File: config.mk
export PLATFORM = sky130hd
export DESIGN_NAME = neuro_cmd_sequencer
export DESIGN_NICKNAME = d
export VERILOG_FILES = /design/src/rtl/neuro_cmd_sequencer.sv
export SDC_FILE = /design/constraint.sdc
export NUM_CORES = 1
export LEC_CHECK = 0
export BUFFER_PORTS_ARGS = -buffer_cell sky130_fd_sc_hd__buf_2
export CORE_ASPECT_RATIO = 1.4
export CORE_MARGIN = 5
export CORE_UTILIZATION = 55
export DETAILED_ROUTE_END_ITERATION = 6
export PLACE_DENSITY = 0.75
export RECOVER_POWER = 50
export SETUP_SLACK_MARGIN = 0.02
export SYNTH_ARGS = -nofsm -noshare
export SYNTH_HDL_FRONTEND = slang
export SYNTH_SLANG_ARGS = --single-unit
File: constraint.sdc
create_clock -name CLK -period 7.4 [get_ports CLK]
set_input_delay 0.74 -clock CLK [delete_from_list [all_inputs] [get_ports CLK]]
set_output_delay 0.74 -clock CLK [all_outputs]
set_load 0.02 [all_outputs]
File: src/rtl/neuro_cmd_sequencer.sv
// UART command sequencer for the neural core: parses opcodes, loads operand
// arrays, triggers a multiply and streams result bytes back out of the UART.
module neuro_cmd_sequencer #(
    parameter int          N       = 2,
    parameter int          ADDR_W  = 2,
    parameter logic [23:0] TIMEOUT = 24'd10_000_000
) (
    input  logic              CLK,
    input  logic              RESET,
    input  logic              rx_valid,
    input  logic [7:0]        rx_data,
    input  logic              rx_error,
    output logic              tx_start,
    output logic [7:0]        tx_data,
    input  logic              tx_busy,
    output logic              mem_we,
    output logic              mem_sel,
    output logic [ADDR_W-1:0] mem_addr,
    output logic [7:0]        mem_wdata,
    output logic              mult_start,
    input  logic              mult_done,
    output logic [ADDR_W-1:0] res_addr,
    input  logic [7:0]        res_data,
    output logic              load_arr,
    output logic              busy,
    output logic              cmd_error
);

    localparam logic [7:0] OP_LOAD_W = 8'hA1;
    localparam logic [7:0] OP_LOAD_X = 8'hA2;
    localparam logic [7:0] OP_RUN    = 8'hA3;
    localparam logic [7:0] BYTE_ACK  = 8'hAC;
    localparam logic [7:0] BYTE_ERR  = 8'hEE;

    localparam logic [ADDR_W-1:0] W_LAST = ADDR_W'(N * N - 1);
    localparam logic [ADDR_W-1:0] X_LAST = ADDR_W'(N - 1);
    localparam logic [ADDR_W-1:0] K_LAST = ADDR_W'(N - 1);

    typedef enum logic [3:0] {
        IDLE,
        LOAD_W,
        LOAD_X,
        RUN_START,
        RUN_WAIT,
        TX_LOAD,
        TX_LATCH,
        TX_SEND,
        TX_WAIT
    } state_t;

    state_t state, state_nx;

    logic [ADDR_W-1:0] idx;
    logic [ADDR_W-1:0] k;
    logic [23:0]       tmo;
    logic              first;
    logic              res_mode;

    logic              send_byte;
    logic [7:0]        byte_val;
    logic              set_err;
    logic              clr_err;
    logic              idx_clr;
    logic              idx_inc;
    logic              k_clr;
    logic              k_inc;
    logic              latch_res;
    logic [ADDR_W-1:0] idx_last;

    assign idx_last  = (state == LOAD_W) ? W_LAST : X_LAST;
    assign mem_sel   = (state == LOAD_X);
    assign mem_addr  = load_arr ? idx : '0;
    assign mem_wdata = mem_we ? rx_data : 8'h00;
    assign res_addr  = k;

    always_ff @(posedge CLK or posedge RESET) begin
        if (RESET) begin
            state <= IDLE;
        end else begin
            state <= state_nx;
        end
    end

    always_comb begin
        state_nx   = state;
        send_byte  = 1'b0;
        byte_val   = 8'h00;
        set_err    = 1'b0;
        clr_err    = 1'b0;
        idx_clr    = 1'b0;
        idx_inc    = 1'b0;
        k_clr      = 1'b0;
        k_inc      = 1'b0;
        latch_res  = 1'b0;
        tx_start   = 1'b0;
        mult_start = 1'b0;
        mem_we     = 1'b0;
        load_arr   = (state == LOAD_W) || (state == LOAD_X);
        busy       = (state != IDLE);

        unique case (state)
            IDLE: begin
                // A framing error wins over a byte arriving in the same cycle.
                if (rx_error) begin
                    set_err = 1'b1;
                end else if (rx_valid) begin
                    unique case (rx_data)
                        OP_LOAD_W: begin
                            clr_err  = 1'b1;
                            idx_clr  = 1'b1;
                            state_nx = LOAD_W;
                        end
                        OP_LOAD_X: begin
                            clr_err  = 1'b1;
                            idx_clr  = 1'b1;
                            state_nx = LOAD_X;
                        end
                        OP_RUN: begin
                            clr_err  = 1'b1;
                            state_nx = RUN_START;
                        end
                        default: begin
                            set_err   = 1'b1;
                            send_byte = 1'b1;
                            byte_val  = BYTE_ERR;
                            state_nx  = TX_SEND;
                        end
                    endcase
                end
            end
            LOAD_W, LOAD_X: begin
                if (rx_error) begin
                    set_err   = 1'b1;
                    send_byte = 1'b1;
                    byte_val  = BYTE_ERR;
                    state_nx  = TX_SEND;
                end else if (rx_valid) begin
                    mem_we  = 1'b1;
                    idx_inc = 1'b1;
                    if (idx == idx_last) begin
                        send_byte = 1'b1;
                        byte_val  = BYTE_ACK;
                        state_nx  = TX_SEND;
                    end
                end else if (tmo == (TIMEOUT - 24'd1)) begin
                    set_err  = 1'b1;
                    state_nx = IDLE;
                end
            end
            RUN_START: begin
                mult_start = 1'b1;
                state_nx   = RUN_WAIT;
            end
            RUN_WAIT: begin
                if (mult_done) begin
                    k_clr    = 1'b1;
                    state_nx = TX_LOAD;
                end
            end
            TX_LOAD: begin
                state_nx = TX_LATCH;
            end
            TX_LATCH: begin
                latch_res = 1'b1;
                state_nx  = TX_SEND;
            end
            TX_SEND: begin
                if (!tx_busy) begin
                    tx_start = 1'b1;
                    state_nx = TX_WAIT;
                end
            end
            TX_WAIT: begin
                // The transmitter only raises busy the cycle after tx_start.
                if (!first && !tx_busy) begin
                    if (res_mode && (k != K_LAST)) begin
                        k_inc    = 1'b1;
                        state_nx = TX_LOAD;
                    end else begin
                        state_nx = IDLE;
                    end
                end
            end
            default: begin
                state_nx = IDLE;
            end
        endcase
    end

    always_ff @(posedge CLK or posedge RESET) begin
        if (RESET) begin
            idx       <= '0;
            k         <= '0;
            tmo       <= '0;
            tx_data   <= 8'h00;
            cmd_error <= 1'b0;
            first     <= 1'b0;
            res_mode  <= 1'b0;
        end else begin
            first <= tx_start;

            if (idx_clr) begin
                idx <= '0;
            end else if (idx_inc) begin
                idx <= idx + ADDR_W'(1);
            end

            if (idx_clr || (load_arr && rx_valid)) begin
                tmo <= '0;
            end else if (load_arr) begin
                tmo <= tmo + 24'd1;
            end

            if (send_byte) begin
                tx_data  <= byte_val;
                res_mode <= 1'b0;
            end else if (latch_res) begin
                tx_data <= res_data;
            end

            if (k_clr) begin
                k        <= '0;
                res_mode <= 1'b1;
            end else if (k_inc) begin
                k <= k + ADDR_W'(1);
            end

            if (clr_err) begin
                cmd_error <= 1'b0;
            end else if (set_err) begin
                cmd_error <= 1'b1;
            end
        end
    end

endmodule

==> After elaboration in Yosys (flattened, before gate mapping) <==
Index checks and enable logic that the tools add are counted.
{ "op_classes": {"n_eq_ne": 21, "reduce_logical": 19, "n_mux": 66, "n_addsub": 3} }
{ "op_table": {"columns": ["op", "count"], "rows": [
  ["$mux 8", 9],
  ["$mux 24", 2],
  ["$mux 4", 9],
  ["$mux 1", 34],
  ["$pmux 4 s8", 1],
  ["$add 24x1->24 const B", 1],
  ["$eq 24x24->1 const B", 1],
  ["$eq 8x8->1 const B", 3],
  ["$eq 4x3->1 const B", 4],
  ["$pmux 8 s2", 1],
  ["$mux 2", 6],
  ["$reduce_bool 2->1", 6],
  ["$ne 2x2->1 const B", 5],
  ["$pmux 3 s3", 1],
  ["$eq 4x2->1 const B", 2],
  ["$ne 4x4->1 const B", 2],
  ["$reduce_and 7->1", 1],
  ["$add 2x1->2 const B", 2],
  ["$eq 4x1->1 const B", 1],
  ["$eq 4x4->1 const B", 1],
  ["$logic_not 4->1", 1],
  ["$pmux 1 s2", 2],
  ["$reduce_bool 4->1", 1],
  ["$reduce_or 2->1", 2],
  ["other kinds (7)", 11]
]} }
{ "word_totals": {"register_bits": 43, "word_cells": 117} }

==> Longest topological paths before layout <==
Gate-level depths: netlist of run 1.
{ "logic_depth": {"ltp_word": 9, "ltp_mapped": 9, "depth_no_buf": 6} }

==> Least setup slack after synthesis of run 1 <==
Ideal clock, no wire load.
{ "synth_timing": {"path_type": "input to output", "from": "input rx_error", "to": "output mem_wdata[0]", "cell_stages": 3, "arrival_time_ns": 2.149, "path_slack_ns": 4.511, "path_cell_list": "nand2b_1 -> nor3_1 -> and2_1"} }
{ "synth_via": {"elab_chain_len": 3} }
{ "synth_lines": {"columns": ["item", "line_no", "text"], "rows": [
  ["from (decl)", "12", "input logic rx_error,"],
  ["$mux 1", "132", "if (rx_error) begin"],
  ["$mux 1", "101", "unique case (state)"],
  ["via mem_we", "16", "output logic mem_we,"],
  ["$mux 8", "73", "assign mem_wdata = mem_we ? rx_data : 8'h00;"],
  ["to (decl)", "19", "output logic [7:0] mem_wdata,"]
]} }
The timed path passes the listed nets, and every way through them passes these cells.

==> Worst setup path in the final report of run 1 <==
{ "layout_timing": {"from": "register state[2]", "to": "output mem_wdata[7]"} }
{ "layout_via": {"elab_chain_len": 4, "word_cells_on_any_way": 5, "classes_between": "eq/ne (2); mux (2); reduce/logical (1)"} }
{ "layout_lines": {"columns": ["item", "line_no", "text"], "rows": [
  ["from (decl)", "51", "state_t state, state_nx;"],
  ["from (signal assigned)", "80", "state <= state_nx;"],
  ["$eq 4x2->1 or $eq 4x1->1 (tied branches)", "101", null],
  ["$reduce_or 2->1 *", "101", null],
  ["$mux 1 *", "101", null],
  ["$mux 8 *", "73", null]
]} }
Every way passes the cells marked *; elsewhere a longest branch is shown, timed or not.

==> impl_metrics.ini, run 1 <==
[job]
maxCapViolCount = 1

[finish]
diodes = 0
final_nets = 357
final_cells = 398
ff_latch_area_um2 = 1076
fill_cells = 434
syn2layout_area_growth_pct = 11.81
multi_input_area_um2 = 1463
drive_gt1_share_pct = 18.56
stdcell_area_um2 = 2984

[routing]
wl_um = 6183
drt-vias-per-instance = 5.930
vias = 2360
first_iter_violations = 140
ant_nets = 0
wl_per_cell_um = 15.54
drc = 0
dr.pass1.iters = 4

[yosys]
syn_area_um2 = 2669
synth_common_cells = dfrtp_1 (43), nand2_1 (25), a21oi_1 (20)
yosysTopAreaCell = dfrtp_1
synth_edf_count = 0
synth_flop_cell = dfrtp_1
yosys-top-cells-area = dfrtp_1 (40%), a21oi_1 (3.8%), nand2_1 (3.5%)
synthCells = 291
ys.warnings.count = 0
synth_top_area_share_pct = 40.32
syn_area_per_cell_um2 = 9.171
ys_async_sr_fraction_pct = 100.0
ys_seq_area_share_pct = 40.32
synth_cell_types = 62
synth.most_common_cell = dfrtp_1
syn-num-nets = 315
ys_seq_elements = 43

[power]
combPwrFrac_pct = 40.9
swShare_pct = 45.27
internal-power_mw = 0.5771
p_switching_mw = 0.4774
power_density_nw_per_um2 = 353.4
seqPwrFrac_pct = 44.4
leakagePower_nw = 1.204
pwr-share-clk_pct = 14.7
peakVddDrop_mv = 0.2012

[sta]
hold_viol_final = 0
slew_headroom_pct = -55.89
max_freq_mhz = 321.2
min_period_over_period_pct = 42.07
rsz0062_at_grt = no
final_max_slew_viol_count = 44
min_period_ns = 3.113
tightest_slew_ns = 2.338
hold_ws_ns = 0.5056
worst_slack_ns = 4.287
setup_violations = 0
tns_ns = 0
skew_ns = 0.01017

[critical_path]
setup.worst_path.start_class = register
cp.arrival_ns = 2.37
cp_top_family = simple AND/OR/NAND/NOR gates
crit_fanout = 14
crit_chain = or2_1 -> nor3_1 -> and2_1 -> buf_2
path_class = reg -> out
cp.required_ns = 6.66
endpoint_kind = output port
cpMaxStageDelayCell = nor3_1
cpPeakStageDelay_ns = 0.78
path_buf_inv = 1

[clock_tree]
cts_tree = built
post_cts_resized = 0
hold_buffers = 0
numClockSinks = 43
cts_made_buffers = 5
clkTransAtPathRegs_ns = 0.09
clk_path_buf_depth = 2
cts_root_buf = clkbuf_8
cts.htree.levels = 2
post_cts_buffers = 0
clock_latency_ns = 0.30

[min_path]
min_path_type = reg -> reg

[grt]
gr-usage-met1_pct = 23.80
grtUsageTotal_pct = 20.89
first_global_vias = 2315
use_met2_pct = 36.46
grt_start_max_net_pins = 44
grtUsageMet3_pct = 4.369
grt_pass1_wl_um = 10390
top_usage_layer = met2
grt-ovfl-total = 0
antenna_found_initial = 0

[floorplan]
row_count = 30
ios = 49
coreArea_um2 = 4767
die_h_um = 92.42
die_x_um = 68.87
initial_core_util_pct = 55.98
dieArea_um2 = 6365

[outcome]
violations = max-capacitance violations, max-slew violations
status = finished with violations

[placement]
place_congestion = 0.7860
pre_cts_slack_ns = 4.195
dp_hpwl_um = 4497
dp_cells = 390
io_buffers = 48
placedInstanceArea_um2 = 2908
[layout by cell type (no fill, tap or decap), types with 3 or more instances in the layout]
cell	Yosys	final
a21oi_1	20	20
and2_1	9	9
and3_1	3	3
buf_2	1	37
clkbuf_1	8	12
clkbuf_8	1	5
dfrtp_1	43	43
inv_1	6	6
maj3_1	3	3
mux2_1	3	3
mux2i_1	9	9
nand2_1	25	25
nand2b_1	4	4
nand3_1	11	11
nand4_1	7	7
nor2_1	17	17
nor2b_1	6	6
nor3_1	7	7
o211ai_1	3	3
o21ai_0	13	13
o31ai_1	12	12
or2_2	6	6
or3_1	7	7
or4_1	9	9
xnor2_1	5	5
xor2_1	3	3
[path summary, 6_finish.rpt]
path | start | endpoint | slack (ns) | cells after the start
worst max-delay path | state[2] | mem_wdata[7] | 4.29 | 4
worst min-delay path | tx_data[5] | tx_data[5] | 0.51 | 2
worst max register to register | state[0] | tmo[12] | 4.55 | 5
worst min register to register | tx_data[5] | tx_data[5] | 0.51 | 2
max in group asynchronous | RESET | tmo[22] | 4.79 | 3
min in group asynchronous | RESET | tx_data[2] | 1.28 | 3
[per-stage QoR]
step                      total power, mW  utilization, %
after floorplan                    0.8046               -
after global placement             0.8935           61.00
after detailed placement           0.9104           61.00
after CTS                           1.069           62.97
after global routing                1.146           62.60
final                               1.055           62.60
[flip-flops by register name, summed over array words and instances (netlist names)]
name / cells
first: 1
idx: 2
res_addr: 2
tx_data: 8
state: 4
tmo: 24
res_mode: 1
cmd_error: 1
[power by group through the flow]
| stage | combinational [mW] | clock, mW | sequential [mW] |
|---|---|---|---|
| finish | 0.431 | 0.155 | 0.468 |
| global route | 0.488 | 0.171 | 0.487 |
| CTS | 0.444 | 0.160 | 0.465 |
| detailed placement | 0.441 | 0 | 0.469 |
| global placement | 0.430 | 0 | 0.463 |
| floorplan | 0.364 | 0 | 0.440 |
[area by class of cell]
cell class	count	area share, %
Tap cell	64	2.683
Multi-Input combinational cell	225	49.01
Timing Repair Buffer	51	8.218
Inverter	7	0.8805
Clock inverter	3	0.8386
Clock buffer	5	2.306
Sequential cell	43	36.06
[worst register-to-register path, cell delays in order, from the launching register on]
cell     delay [ns]
dfrtp_1        0.59
nor4_1         0.45
nand4_1        0.23
o21a_1         0.60
or4b_2         0.77
a21oi_1        0.15
[routing by layer]
layer	up-vias	wire [um]	part of all wire (%)
met5	-	0	0
met3	9	267	4.3
met1	1144	2574	42
li1	1162	-	-
met2	45	3243	52
met4	0	97	1.6
[cells by family after synthesis]
group                    after synthesis  share of synthesized area (%)
AO/OA/AOI/OAI                         66                          16.22
AND/OR/NAND/NOR                      134                          29.25
adder cells (fa/ha/maj)                5                          2.063
buffers and inverters                 23                          4.875
flip-flops                            43                          40.32
multiplexers                          12                          4.641
XOR/XNOR                               8                          2.626
Note: power is estimated with default switching activity, not from simulation.
==> inputs of run 2 (changes only) <==
CORE_UTILIZATION = 50   (was 55)
PLACE_DENSITY = 0.72   (was 0.75)
clock period = 2.7 ns   (was 7.4 ns; I/O delays follow)
==> impl_metrics.ini, run 2 (synthesis gave the netlist of run 1 again) <==
[outcome]
status = completed

[clock_tree]
cts_made_buffers = 5
cts_root_buf = clkbuf_8
hold_buffers = 0
cts.htree.levels = 2
clock_latency_ns = 0.30
cts_tree = built
numClockSinks = 43
clk_path_buf_depth = 2
clkTransAtPathRegs_ns = 0.09

[sta]
tns_ns = 0
slew_headroom_pct = 26.54
worst_slack_ns = 0.1448
hold_viol_final = 0
min_period_ns = 2.555
tightest_slew_ns = 1.102
rsz0062_at_grt = no
setup_violations = 0
final_max_slew_viol_count = 0
min_period_over_period_pct = 94.64
max_freq_mhz = 391.4
skew_ns = 0.01054

[finish]
top_register = tmo
final_nets = 367
drive_gt1_share_pct = 21.51
largest_reg_flops = 24
diodes = 0
reg_top3 = tmo x24, tx_data x8, state x4
syn2layout_area_growth_pct = 15.28
layout_commonest_cell = dfrtp_1
final_cell_mix = dfrtp_1 (43), buf_2 (37), nand2_1 (25)

[routing]
drt-vias-per-instance = 5.910
dr.pass1.iters = 4
drc = 0
wl_um = 6317
vias = 2423
wl_per_cell_um = 15.41
ant_nets = 0
first_iter_violations = 176

[critical_path]
endpoint_kind = register
path_class = reg -> reg
cpMaxStageDelayCell = or4_4
path_common_cell = or4_4
setup.worst_path.start_class = register
crit_chain = ha_1 -> nand3_2 -> or4_4 -> or4_4 -> a211oi_4 -> mux2_1
cp.required_ns = 2.88
crit_fanout = 5
cpPeakStageDelay_ns = 0.56
cp.arrival_ns = 2.74

[floorplan]
die_h_um = 96.45
ios = 49
dieArea_um2 = 6919
initial_core_util_pct = 51.35
coreArea_um2 = 5197
die_x_um = 71.75
row_count = 31

[min_path]
min_path_type = in -> reg

[grt]
grt-ovfl-total = 0
grtUsageTotal_pct = 18.97
antenna_found_initial = 0
grt_pass1_wl_um = 10510
grt_start_max_net_pins = 44
first_global_vias = 2290

[placement]
dp_hpwl_um = 4561
io_buffers = 48
place_congestion = 0.8068
pre_cts_slack_ns = 0.07606

[job]
maxCapViolCount = 0

[power]
power_density_nw_per_um2 = 984.9
peakVddDrop_mv = 0.5625
leakagePower_nw = 1.259
## run 2: cell types whose count changed in the layout (fill, tap and decap cells not counted), sizes merged
cell	change
buf	+10
## run 2: final timing paths
kind | from | end | slack (ns) | cells after the start
setup / recovery | tmo[0] | state[2] | 0.14 | 6
hold / removal | res_data[5] | tx_data[5] | 0.19 | 3
setup reg to reg | tmo[0] | state[2] | 0.14 | 6
hold reg to reg | tx_data[5] | tx_data[5] | 0.50 | 2
max in group asynchronous | RESET | tmo[16] | 1.71 | 3
min in group asynchronous | RESET | tx_data[7] | 0.31 | 3
## run 2: final cells by class
| class | instances | area [um^2] |
|---|---|---|
| tap | 66 | 82.58 |
| clock inverter | 3 | 25.02 |
| multi-input combinational | 225 | 1476 |
| fill | 478 | 2121 |
| sequential | 43 | 1076 |
| clock buffer | 5 | 68.82 |
| inverter | 7 | 26.28 |
| timing repair buffer | 61 | 321.6 |
## run 2: metrics by stage
stage	cell area (um^2)	utilization, %	hold slack, ns	instances	total power [mW]
detailed placement	2978	57.29	0.4513	401	2.604
global route	3077	59.20	0.2001	410	3.274
floorplan	2669	-	0.3671	291	2.205
finish	3077	59.20	0.1862	410	3.030
CTS	3072	59.10	0.1238	409	3.037
global placement	2978	57.29	0.4379	401	2.561
## run 2: metal layers
metal  wire [um]  track usage, %  up-vias
met1        2646           21.78     1169
met5           0               0        -
met4         159           8.621        0
met2        3253           34.05       51
li1            -               -     1188
met3         258           3.520       15
## run 2: report_power, final
part / total [mW] / leakage (nW) / switching [mW] / internal, mW
clock network: 0.427 / 0.0443 / 0.242 / 0.185
logic: 1.40 / 0.666 / 0.812 / 0.584
registers: 1.21 / 0.549 / 0.294 / 0.913
## run 2: worst max-delay path: cells and delay by family, from the launching register on
| kind | cells | cell delay [ns] |
|---|---|---|
| multiplexers | 1 | 0.35 |
| flip-flops | 1 | 0.39 |
| AND/OR/NAND/NOR | 3 | 1.22 |
| adder cells (fa/ha/maj) | 1 | 0.20 |
| AO/OA/AOI/OAI | 1 | 0.29 |
## run 2: what timing repair did
item / 4_1_cts / 5_1_grt
gates resized for setup: 0 / 2
endpoints found under the setup margin: 0 / 8
buffers inserted: 0 / 1
==> inputs of run 3 (changes only) <==
ABC_AREA = 1   (was unset)
CORE_UTILIZATION = 51   (was 50)
==> impl_metrics.ini, run 3 <==
[outcome]
status = completed

[finish]
layout_commonest_cell = nand2_1
final_cells = 575
stdcell_area_um2 = 3391
reg_top3 = tmo x24, tx_data x8, state x4
drive_gt1_share_pct = 15.05
diodes = 0
final_nets = 528
top_register = tmo
final_cell_mix = nand2_1 (156), nor2_1 (75), inv_1 (49)
largest_reg_flops = 24
syn2layout_area_growth_pct = 13.48
fill_cells = 587

[yosys]
yosysTopAreaCell = dfrtp_1
synth_adder_area_share_pct = 0.8375
synth_edf_count = 0
synth_top_family_by_area = simple AND/OR/NAND/NOR gates
yosys-top-cells-area = dfrtp_1 (36%), nand2_1 (19%), nor2_1 (9.4%)
ys.warnings.count = 0
synth_top_area_share_pct = 36.01
synth_cell_types = 30
synth_flop_cell = dfrtp_1
syn_area_per_cell_um2 = 6.625
synthCells = 451
ys_seq_area_share_pct = 36.01
synthMuxAreaShare_pct = 0
ys_seq_elements = 43
synth_xor_area_share_pct = 2.638
syn-num-nets = 475
syn_area_um2 = 2988
ys_async_sr_fraction_pct = 100.0
synth_common_cells = nand2_1 (155), nor2_1 (75), inv_1 (50)
synth.most_common_cell = nand2_1
synthSimpleGateAreaFrac_pct = 47.19
synth_compound_area_share_pct = 4.523

[clock_tree]
numClockSinks = 43
clkTransAtPathRegs_ns = 0.09
post_cts_buffers = 0
cts_tree = built
cts_root_buf = clkbuf_8
cts.htree.levels = 2
clk_path_buf_depth = 2
cts_made_buffers = 5
clock_latency_ns = 0.30

[routing]
wl_um = 7496
wl_per_cell_um = 13.04
dr.pass1.iters = 5
met3WireLength_um = 192
drt-vias-per-instance = 5.157
top_layer = met4
drc = 0
ant_nets = 0
dr_wl_met2_um = 4077
met1_length_um = 3110
vias = 2965
first_iter_violations = 162

[sta]
worst_slack_ns = 0.6559
setup_violations = 0
min_period_over_period_pct = 75.71
slew_headroom_pct = 52.40
tns_ns = 0
min_period_ns = 2.044
hold_viol_final = 0
final_max_slew_viol_count = 0
skew_ns = 0.01019
tightest_slew_ns = 0.7096
max_freq_mhz = 489.2
rsz0062_at_grt = no

[floorplan]
die_h_um = 100.6
die_x_um = 74.69
ios = 49
row_count = 33
dieArea_um2 = 7511
coreArea_um2 = 5781
initial_core_util_pct = 51.69

[critical_path]
rr_startpoint = state[1]
cp.required_ns = 2.43
cp.arrival_ns = 1.77
cp_top_family = simple AND/OR/NAND/NOR gates
crit_chain = nor2_4 -> nand3_4 -> nor2_4 -> inv_2 -> nor2_1 -> buf_2
cpPeakStageDelay_ns = 0.43
cpMaxStageDelayCell = dfrtp_1
cp-startpoint = state[2]
path_buf_inv = 2
worstRegToRegCells = 6
path_common_cell = nor2_4
endpoint_kind = output port
setup.worst_path.start_class = register
critical_path_cell_count = 6
path_class = reg -> out
crit_fanout = 9

[job]
maxCapViolCount = 0

[power]
seqPwrFrac_pct = 31.1
power_mw = 2.946
pwr-share-clk_pct = 18.3
internal-power_mw = 1.520
swShare_pct = 48.43
leakagePower_nw = 1.746
combPwrFrac_pct = 50.6
power_density_nw_per_um2 = 869.0
p_switching_mw = 1.427
peakVddDrop_mv = 0.5697

[grt]
grt_start_max_net_pins = 25
first_global_vias = 2772
grt_pass1_wl_um = 12350
grt-ovfl-total = 0
grtUsageTotal_pct = 20.91
antenna_found_initial = 0

[placement]
io_buffers = 48
pre_cts_slack_ns = 0.8704
dp_hpwl_um = 5761
place_congestion = 0.9334
placedInstanceArea_um2 = 3281
dp_cells = 566

[min_path]
min_path_type = in -> reg
hold_depth = 3
hold_start = res_data[6]
run 3: changes by cell type in the layout (fill, tap and decap cells not counted), sizes merged, moves of 6 or more:
cell / change
a21oi: -11
and2: -9
buf: -10
inv: +50
mux2i: -9
nand2: +135
nand3: +27
nand4: +11
nor2: +68
nor2b: -6
o31ai: -12
or3: -8
or4: -12
run 3: metrics by stage:
stage | util (%) | hold WS, ns
2_1_floorplan | - | 0.3969
3_3_place_gp | 56.75 | 0.3187
3_5_place_dp | 56.75 | 0.3203
4_1_cts | 59.03 | 0.1846
5_1_grt | 58.66 | 0.1935
6_report | 58.66 | 0.1970
run 3: area by class of cell:
type,count,area (um^2),share of cell area (%)
clock buffers,6,82.58,2.435
clock inverters,2,38.79,1.144
inverters,56,212.7,6.273
multi-input cells,347,1642,48.41
flip-flops and latches,43,1076,31.73
well taps,70,87.58,2.583
repair buffers,51,251.5,7.417
run 3: timing repair:
item | in CTS | in global routing
hold buffers | 1 | 0
gates resized for setup | 0 | 0
hold endpoints to repair | 13 | 0
run 3: per-layer routing:
layer,vias up,global-route usage (%)
met1,1373,24.21
met2,61,39.20
met4,0,5.479
li1,1521,-
met5,-,0
met3,10,2.794
run 3: power groups by stage:
stage | logic (mW) | registers [mW] | clock network, mW
6_report | 1.49 | 0.915 | 0.539
5_1_grt | 1.65 | 0.940 | 0.580
4_1_cts | 1.51 | 0.920 | 0.552
3_5_place_dp | 1.50 | 0.935 | 0
3_3_place_gp | 1.48 | 0.928 | 0
2_1_floorplan | 1.09 | 0.989 | 0
run 3: path summary, 6_finish.rpt:
kind | endpoint | slack, ns
max reg2reg | tmo[2] | 0.79
min reg2reg | idx[1] | 0.50
min in group asynchronous | tx_data[7] | 0.55
max in group asynchronous | tmo[7] | 1.43
max | mem_wdata[5] | 0.66
min | tx_data[6] | 0.20
run 3: cells by family (layout without fill, tap and decap cells):
logic type               Yosys count  in the layout
AND/OR/NAND/NOR                  312            312
buffers and inverters             61            115
flip-flops                        43             43
AO/OA/AOI/OAI                     24             24
XOR/XNOR                           9              9
adder cells (fa/ha/maj)            2              2
run 3: tightest hold or removal path: stages:
cell and delay (ns):
buf_2 0.09, a21oi_1 0.05, nand2_1 0.06
